--- src/rtl/ppu_pkg.sv ---
// Shared PPU definitions: mode encoding, framebuffer-writer states and frame geometry.
// Also holds the helper that left-aligns a partially filled pixel group.
package ppu_pkg;

   typedef enum logic [1:0] {
      H_BLANK = 2'd0,
      V_BLANK = 2'd1,
      SCAN    = 2'd2,
      DRAW    = 2'd3
   } PPU_STATES_t;

   typedef enum logic [1:0] {
      FBW_WAIT_FRAME = 2'd0,
      FBW_LINE       = 2'd1,
      FBW_FLUSH      = 2'd2,
      FBW_FRAME_END  = 2'd3
   } FBW_STATES_t;

   localparam int H_PIX             = 160;
   localparam int V_LINES           = 144;
   localparam int FB_BYTES_PER_LINE = 40;
   localparam int FB_BUF_BYTES      = 5760;

   // Moves the pixels collected so far to the top of the byte; empty slots read as 00.
   function automatic logic [7:0] flush_align(input logic [7:0] shift, input logic [1:0] slot);
      logic [7:0] aligned;
      case (slot)
         2'd1:    aligned = {shift[1:0], 6'b0};
         2'd2:    aligned = {shift[3:0], 4'b0};
         2'd3:    aligned = {shift[5:0], 2'b0};
         default: aligned = shift;
      endcase
      return aligned;
   endfunction

endpackage

--- src/rtl/ppu_px_packer.sv ---
// Maps each accepted pixel through the palette and packs four 2-bit shades per byte.
// A flush emits a partially filled group left-aligned; the byte strobe is registered.
module ppu_px_packer #(
   parameter bit APPLY_PALETTE = 1'b1
) (
   input  logic       clk,
   input  logic       rst,
   input  logic [1:0] px_in,
   input  logic       accept,
   input  logic       flush,
   input  logic [7:0] palette,
   output logic [1:0] slot,
   output logic [7:0] pack_data,
   output logic       pack_valid
);
   import ppu_pkg::*;

   logic [1:0] shade;
   logic [7:0] shift_reg;
   logic [1:0] slot_reg;
   logic [7:0] data_reg;
   logic       valid_reg;

   always_comb begin
      shade = px_in;
      if (APPLY_PALETTE) begin
         shade = palette[{px_in, 1'b1} -: 2];
      end
   end

   always_ff @(posedge clk) begin
      if (rst) begin
         shift_reg <= 8'h00;
         slot_reg  <= 2'd0;
         data_reg  <= 8'h00;
         valid_reg <= 1'b0;
      end else begin
         valid_reg <= 1'b0;
         if (accept) begin
            if (slot_reg == 2'd3) begin
               data_reg  <= {shift_reg[5:0], shade};
               valid_reg <= 1'b1;
               shift_reg <= 8'h00;
               slot_reg  <= 2'd0;
            end else begin
               shift_reg <= {shift_reg[5:0], shade};
               slot_reg  <= slot_reg + 2'd1;
            end
         end else if (flush) begin
            if (slot_reg != 2'd0) begin
               data_reg  <= flush_align(shift_reg, slot_reg);
               valid_reg <= 1'b1;
            end
            shift_reg <= 8'h00;
            slot_reg  <= 2'd0;
         end
      end
   end

   assign slot       = slot_reg;
   assign pack_data  = data_reg;
   assign pack_valid = valid_reg;

endmodule

--- src/rtl/ppu_fb_writer.sv ---
// Captures PPU pixels into the back half of a double-buffered 2bpp framebuffer,
// tracks line/frame position from PPU mode edges and swaps buffers at frame end.
module ppu_fb_writer #(
   parameter int H_PIX         = ppu_pkg::H_PIX,
   parameter int V_LINES       = ppu_pkg::V_LINES,
   parameter int FB_AW         = 14,
   parameter bit APPLY_PALETTE = 1'b1
) (
   input  logic             clk,
   input  logic             rst,
   input  logic [1:0]       px_in,
   input  logic             px_valid,
   input  logic [1:0]       ppu_mode,
   input  logic [7:0]       palette,
   input  logic             disp_busy,
   output logic             fb_we,
   output logic [FB_AW-1:0] fb_addr,
   output logic [7:0]       fb_wdata,
   output logic             front_buf,
   output logic             frame_done,
   output logic             frame_dropped,
   output logic             line_overrun
);
   import ppu_pkg::*;

   localparam int XW        = $clog2(H_PIX + 1);
   localparam int YW        = $clog2(V_LINES);
   localparam int BUF_BYTES = FB_BYTES_PER_LINE * V_LINES;
   localparam logic [XW-1:0] X_LIM  = XW'(H_PIX);
   localparam logic [YW-1:0] Y_LAST = YW'(V_LINES - 1);

   FBW_STATES_t state_reg, state_next;
   PPU_STATES_t mode_in, mode_reg;
   logic [XW-1:0]    x_reg, x_next;
   logic [YW-1:0]    y_reg, y_next;
   logic             front_reg, front_next;
   logic             dropped_reg, dropped_next;
   logic             overrun_reg, overrun_next;
   logic             forced_reg, forced_next;
   logic             accept_px, flush_px;
   logic [1:0]       slot;
   logic             write_event;
   logic [FB_AW-1:0] y_ext, base_addr, addr_calc, addr_reg;

   assign mode_in = PPU_STATES_t'(ppu_mode);

   ppu_px_packer #(
      .APPLY_PALETTE(APPLY_PALETTE)
   ) u_packer (
      .clk       (clk),
      .rst       (rst),
      .px_in     (px_in),
      .accept    (accept_px),
      .flush     (flush_px),
      .palette   (palette),
      .slot      (slot),
      .pack_data (fb_wdata),
      .pack_valid(fb_we)
   );

   always_comb begin
      state_next   = state_reg;
      x_next       = x_reg;
      y_next       = y_reg;
      front_next   = front_reg;
      dropped_next = dropped_reg;
      overrun_next = overrun_reg;
      forced_next  = forced_reg;
      accept_px    = 1'b0;
      flush_px     = 1'b0;
      case (state_reg)
         FBW_WAIT_FRAME: begin
            if (mode_reg == V_BLANK && mode_in == SCAN) begin
               state_next  = FBW_LINE;
               x_next      = '0;
               y_next      = '0;
               forced_next = 1'b0;
            end
         end
         FBW_LINE: begin
            // A pixel landing on the closing mode edge is still taken before the flush.
            if (px_valid) begin
               if (x_reg < X_LIM) begin
                  accept_px = 1'b1;
                  x_next    = x_reg + 1'b1;
               end else begin
                  overrun_next = 1'b1;
               end
            end
            if (mode_reg == DRAW && mode_in == H_BLANK) begin
               state_next = FBW_FLUSH;
            end else if (mode_reg != V_BLANK && mode_in == V_BLANK) begin
               state_next  = FBW_FLUSH;
               forced_next = 1'b1;
            end
         end
         FBW_FLUSH: begin
            flush_px = 1'b1;
            x_next   = '0;
            if (forced_reg || y_reg == Y_LAST) begin
               y_next     = '0;
               state_next = FBW_FRAME_END;
            end else begin
               y_next     = y_reg + 1'b1;
               state_next = FBW_LINE;
            end
         end
         FBW_FRAME_END: begin
            if (!disp_busy) begin
               front_next = ~front_reg;
            end else begin
               dropped_next = 1'b1;
            end
            state_next = FBW_WAIT_FRAME;
         end
         default: state_next = FBW_WAIT_FRAME;
      endcase
   end

   // Byte address of the current group: back*BUF_BYTES + y*40 + x/4, y*40 built from shifts.
   always_comb begin
      y_ext     = FB_AW'(y_reg);
      base_addr = front_reg ? '0 : FB_AW'(BUF_BYTES);
      addr_calc = base_addr + (y_ext << 5) + (y_ext << 3) + FB_AW'(x_reg >> 2);
   end

   assign write_event = (accept_px && slot == 2'd3) || (flush_px && slot != 2'd0);

   always_ff @(posedge clk) begin
      if (rst) begin
         state_reg   <= FBW_WAIT_FRAME;
         mode_reg    <= H_BLANK;
         x_reg       <= '0;
         y_reg       <= '0;
         front_reg   <= 1'b1;
         dropped_reg <= 1'b0;
         overrun_reg <= 1'b0;
         forced_reg  <= 1'b0;
         addr_reg    <= '0;
      end else begin
         state_reg   <= state_next;
         mode_reg    <= mode_in;
         x_reg       <= x_next;
         y_reg       <= y_next;
         front_reg   <= front_next;
         dropped_reg <= dropped_next;
         overrun_reg <= overrun_next;
         forced_reg  <= forced_next;
         if (write_event) begin
            addr_reg <= addr_calc;
         end
      end
   end

   assign fb_addr       = addr_reg;
   assign front_buf     = front_reg;
   assign frame_done    = (state_reg == FBW_FRAME_END);
   assign frame_dropped = dropped_reg;
   assign line_overrun  = overrun_reg;

endmodule

--- config.mk ---
export PLATFORM = sky130hd
export DESIGN_NAME = ppu_fb_writer
export DESIGN_NICKNAME = d
export VERILOG_FILES = /design/src/rtl/ppu_pkg.sv /design/src/rtl/ppu_px_packer.sv /design/src/rtl/ppu_fb_writer.sv
export SDC_FILE = /design/constraint.sdc
export NUM_CORES = 1
export LEC_CHECK = 0
export ABC_AREA = 1
export CORE_AREA = 2 2 86 88
export CTS_BUF_LIST = sky130_fd_sc_hd__clkbuf_16
export DETAILED_ROUTE_END_ITERATION = 10
export DIE_AREA = 0 0 88 90
export PLACE_DENSITY = 0.73
export SLEW_MARGIN = 20
export SYNTH_ARGS = -nofsm -noshare
export SYNTH_HDL_FRONTEND = slang
export SYNTH_HIERARCHICAL = 1
export SYNTH_SLANG_ARGS = --single-unit
--- constraint.sdc ---
create_clock -name clk -period 5.35 [get_ports clk]
set_input_delay 1.3375 -clock clk [delete_from_list [all_inputs] [get_ports clk]]
set_output_delay 1.3375 -clock clk [all_outputs]
set_load 0.1 [all_outputs]
=== After elaboration in Yosys (flattened, before gate mapping) ===
Index checks and enable logic that the tools add are counted.

* Output and inout bits: 27
* Input port bits: 16
* Register bits: 57

* Bitwise logic cells: 3
* $lt $le $gt $ge: 1
* $add $sub $neg: 6
* Reductions and logical operators: 23
* Shift operators: 1
* Muxes and demuxes: 35
* Eq/ne operators: 19

{| class="wikitable"
|+ Operators with widths
! operator !! number
|-
| 8-bit 2-to-1 mux || 11
|-
| 8-bit one-hot mux with 3 select lines || 2
|-
| 8-bit by 1-bit adder with 8-bit output (second input constant) || 2
|-
| 8-bit one-hot mux with 2 select lines || 1
|-
| 13-bit by 13-bit adder with 14-bit output || 1
|-
| 14-bit by 11-bit adder with 14-bit output || 1
|-
| 14-bit by 6-bit adder with 14-bit output || 1
|-
| 2-bit 2-to-1 mux || 7
|-
| 13-bit 2-to-1 mux || 1
|-
| 2-bit equality test (second input constant) || 6
|-
| 1-bit 2-to-1 mux || 11
|-
| 2-bit inequality test (second input constant) || 5
|-
| 2-bit nonzero test || 5
|-
| 9-bit by 4-bit indexed part select with 2-bit output || 1
|-
| 2-bit by 1-bit equality test with 1-bit output (second input constant) || 4
|-
| 8-bit equality test (second input constant) || 1
|-
| 8-bit less-than comparator (second input constant) || 1
|-
| 2-bit one-hot mux with 4 select lines || 1
|-
| 2-bit AND reduction || 4
|-
| 4-bit AND reduction || 2
|-
| 3-bit AND reduction || 2
|-
| 1-bit logical AND || 5
|-
| 2-bit zero test || 2
|-
| 2-bit by 1-bit inequality test with 1-bit output (second input constant) || 2
|-
| 6 further kinds || 9
|}

=== Longest topological paths before layout ===
* Word-level depth: 6
* Gate-level depth with buffers: 14
* Depth with buffers taken out: 14

=== By module ===
The synthesis kept the hierarchy.

{| class="wikitable"
|+ By module, submodules not included
! module !! cells an instance !! area each (µm²) !! sequential area each (µm²) !! instances
|-
| ppu_fb_writer || 343 || 2379.8 || 760.7 || 1
|-
| ppu_px_packer || 154 || 1091.0 || 380.4 || 1
|}

=== Worst setup path after synthesis ===
OpenSTA, ideal clock, no wires.

* Kind: flip-flop to flip-flop
* From: register front_reg, in the netlist front_buf
* To: register addr_reg[10], in the netlist fb_addr[10]
* Stages on the path, launching flop included: 11
* Data required time: 5231 ps
* Setup time: 119 ps
* Path slack: 2403 ps
* Data arrival time: 2828 ps
* Cell sequence: dfxtp_1 inv_1 fa_1 ha_1 nand2_1 o21ai_0 nand2_1 nand2_1 nand2_1 a21oi_2 nor2_1

* Longest elaborated chain between the ends: 4

{| class="wikitable"
|+ RTL lines
! element !! RTL line !! source
|-
| from (decl) || ppu_fb_writer.sv:36 || <nowiki>logic front_reg, front_next;</nowiki>
|-
| from (signal assigned) || ppu_fb_writer.sv:145 || <nowiki>front_reg <= front_next;</nowiki>
|-
| 13-bit 2-to-1 mux || ppu_fb_writer.sv:123 || <nowiki>base_addr = front_reg ? '0 : FB_AW'(BUF_BYTES);</nowiki>
|-
| via base_addr[10] || ppu_fb_writer.sv:43 || <nowiki>logic [FB_AW-1:0] y_ext, base_addr, addr_calc, addr_reg;</nowiki>
|-
| 13-bit by 13-bit adder with 14-bit output || ppu_fb_writer.sv:124 || <nowiki>addr_calc = base_addr + (y_ext << 5) + (y_ext << 3) + FB_AW'(x_reg >> 2);</nowiki>
|-
| 14-bit by 11-bit adder with 14-bit output || ppu_fb_writer.sv:124 ||
|-
| 14-bit by 6-bit adder with 14-bit output || ppu_fb_writer.sv:124 ||
|-
| to (signal assigned) || ppu_fb_writer.sv:150 || <nowiki>addr_reg <= addr_calc;</nowiki>
|-
| to (decl) || ppu_fb_writer.sv:43 ||
|}

The timed path passes the listed nets, and every way through them passes these cells.
A chain may end at the register's enable or synchronous reset.

=== Final worst setup path ===
* From: register state_reg[0]
* To: output port frame_done

* Longest elaborated chain between the ends: 1

{| class="wikitable"
|+ RTL lines
! element !! RTL line !! source
|-
| from (decl) || ppu_fb_writer.sv:32 || <nowiki>FBW_STATES_t state_reg, state_next;</nowiki>
|-
| from (signal assigned) || ppu_fb_writer.sv:141 || <nowiki>state_reg <= state_next;</nowiki>
|-
| 2-bit equality test || ppu_fb_writer.sv:157 || <nowiki>assign frame_done = (state_reg == FBW_FRAME_END);</nowiki>
|-
| to (decl) || ppu_fb_writer.sv:20 || <nowiki>output logic frame_done,</nowiki>
|}

Every way passes these cells.

==> metrics.cfg <==
[routing]
vias = 3211
ant_nets = 0
firstDrtPassIters = 6
routed_wl_mm = 7.55
drtIter0Drc = 170
route.detailed.drc = 0
wl_per_cell_microns = 11.7
vias_per_cell = 4.99

[timing]
fin_crit_sh = 0.641
hold_viol = 0
finalSetupTns_ns = 0
slew_viol_final = 0
holdWs_ns = 0.456
fin_crit_ns = 3.43
setup_violations = 0
setup_slack_ns = 1.92
rsz0062_at_grt = no
max_clock_freq_ghz = 0.291
worstMarginPinSlew_ns = 0.991
finClkSkew_ns = 0.00789
maxSlewHeadroom = 0.337

[global_route]
grt_usage = 0.206
antenna_found_initial = 0
grt_overflow_total = 0
grt_max_degree = 32
grt_pass1_vias = 3074
grt_pass1_wl_mm = 13.2

[cts]
h-tree-depth = 3
clock_sinks = 57
tritoncts = done
numCtsBuffers = 9
clk_pin_slew_ns = 0.05
clk_latency_ns = 0.33
hold_buffers = 0
cts_resized = 0
clk_path_buf_depth = 2
cts_setup_buffers = 0
clockRootBuffer = clkbuf_16

[die]
coreArea_sq_um = 7020
die_w_microns = 88
die-height_microns = 90
start_util = 0.494
pin_count = 43
std_cell_rows = 31
dieArea_sq_um = 7920

[yosys]
synth_seq_cells = 57
netlist_area_sq_um = 3470
synthFlopType = dfxtp_1
synth_edf_count = 0
yosysWarnings = 6
synth_cells = 497
yosysUniqueCellTypes = 33
synth.most_common_cell = nand2_1
synth_top_area_cell = dfxtp_1
yosysTopAreaCellShare = 0.329
synth_commonest_cells = nand2_1 (115), inv_1 (67), dfxtp_1 (57)
ys_seq_area_frac = 0.329
synth_nets = 537
async_reset_ff_frac = 0
avgSynthCellArea_sq_um = 6.98
synth_area_leaders = dfxtp_1 (33%), nand2_1 (12%), inv_1 (7.2%), ha_1 (6.8%), nand3_1 (5.8%)

[place]
dp_slack_ns = 2.15
place.detailed.hpwl_mm = 5.56
portBuffers = 42
gp_congestion = 0.863

[critical_path]
worst_path_max_delay_cell = clkdlybuf4s50_1
endpoint_kind = output pin
crit_family = buffers and inverters
worst_ep_arrival_time_ns = 2.09
r2r_slack_ns = 2.88
worst-setup-path-type = flip-flop to output pin
crit_buf_inv = 2
start_kind = flip-flop
crit_chain = nand2_1 > inv_1 > clkdlybuf4s50_1
cp_slowest_stage_delay_ns = 1.13
critical_path_required_ns = 4.01
cp_max_fo = 6

[cells_and_area]
fin_util = 0.604
largest_register_ffs = 14
drive_gt1_frac = 0.0972
antennaDiodeCount = 0
syn_to_final_growth_pct = 22.2
nNetsFinal = 581

[power]
leakagePower_nw = 1.86
ir_worst_vdd_mv = 0.162
powerDensity_nw_per_um2 = 261

[min_path]
hp-class = flip-flop to flip-flop

[run]
drv_cap = 0

[status]
status = finished, final reports clean

routing by layer:
metal / GRT usage / up-vias / wire length (microns)
met5: 0 / - / 0
met4: 0.0974 / 0 / 138
met3: 0.0376 / 15 / 302
met2: 0.352 / 68 / 3710
met1: 0.243 / 1445 / 3390
li1: - / 1683 / -
final timing paths:
kind | start | endpoint | depth (start not counted)
max | state_reg[0] | frame_done | 3
min | frame_dropped | frame_dropped | 2
max reg2reg | y_reg[2] | fb_addr[10] | 9
min reg2reg | frame_dropped | frame_dropped | 2
stage by stage:
| step | cell area (sq um) | power, mW | cells |
|---|---|---|---|
| final | 4240 | 1.11 | 644 |
| after global routing | 4240 | 1.15 | 644 |
| after CTS | 4240 | 1.12 | 644 |
| after detailed placement | 3940 | 0.533 | 629 |
| after global placement | 3940 | 0.531 | 629 |
| after floorplan | 3470 | 0.507 | 497 |
placed cells by master, fill, tap and decap left out:
cell type / count
dfxtp_1: 57
ha_1: 19
fa_1: 5
nor2_1: 53
inv_2: 7
nand3_2: 1
o22ai_1: 3
bufinv_16: 2
o21ai_0: 18
a21oi_2: 6
o21ai_1: 3
nand2_2: 6
nand2_4: 2
nand4_1: 9
xor2_1: 5
clkinv_2: 1
o21bai_1: 3
nand3_1: 40
a21boi_0: 1
inv_1: 69
inv_8: 1
xnor2_1: 2
nor3_1: 5
o21a_1: 3
nor2_4: 2
o211ai_1: 1
nor2_2: 3
nand3b_1: 1
o21ai_2: 12
buf_4: 1
nand2_1: 115
a21oi_1: 37
clkinv_1: 1
clkbuf_16: 9
clkdlybuf4s50_1: 42
kinds of logic (layout without fill, tap and decap cells):
| kind of cell | count (synthesis) | count (layout) | share of synthesized area |
|---|---|---|---|
| xor gates and xnor gates | 7 | 7 | 0.0177 |
| adders and majority gates | 24 | 24 | 0.0973 |
| AOI/OAI and AO/OA | 87 | 87 | 0.152 |
| buffers and inverters | 85 | 133 | 0.107 |
| DFF | 57 | 57 | 0.329 |
| and+or+nand+nor | 237 | 237 | 0.297 |
worst reg2reg max path: cells and delay by family (launching register included):
kind | cells | cell delay (ns)
adders and majority gates | 2 | 0.98
buffers and inverters | 1 | 0.09
and+or+nand+nor | 4 | 0.31
DFF | 1 | 0.45
AOI/OAI and AO/OA | 2 | 0.53
power breakdown:
group | internal, mW | switching, mW | leakage (nW)
logic | 0.0294 | 0.0557 | 1.25
clock network | 0.398 | 0.186 | 0.155
registers | 0.432 | 0.00733 | 0.460
total | 0.859 | 0.249 | 1.86
cell type report:
type	instances	area, sq um
clock inverter	6	76.3
inverter	75	289
sequential	57	1140
multi-input combinational	355	1960
tap	99	124
timing repair buffer	43	428
clock buffer	9	225
fill	674	2780
(Power assumes the default switching activity.)
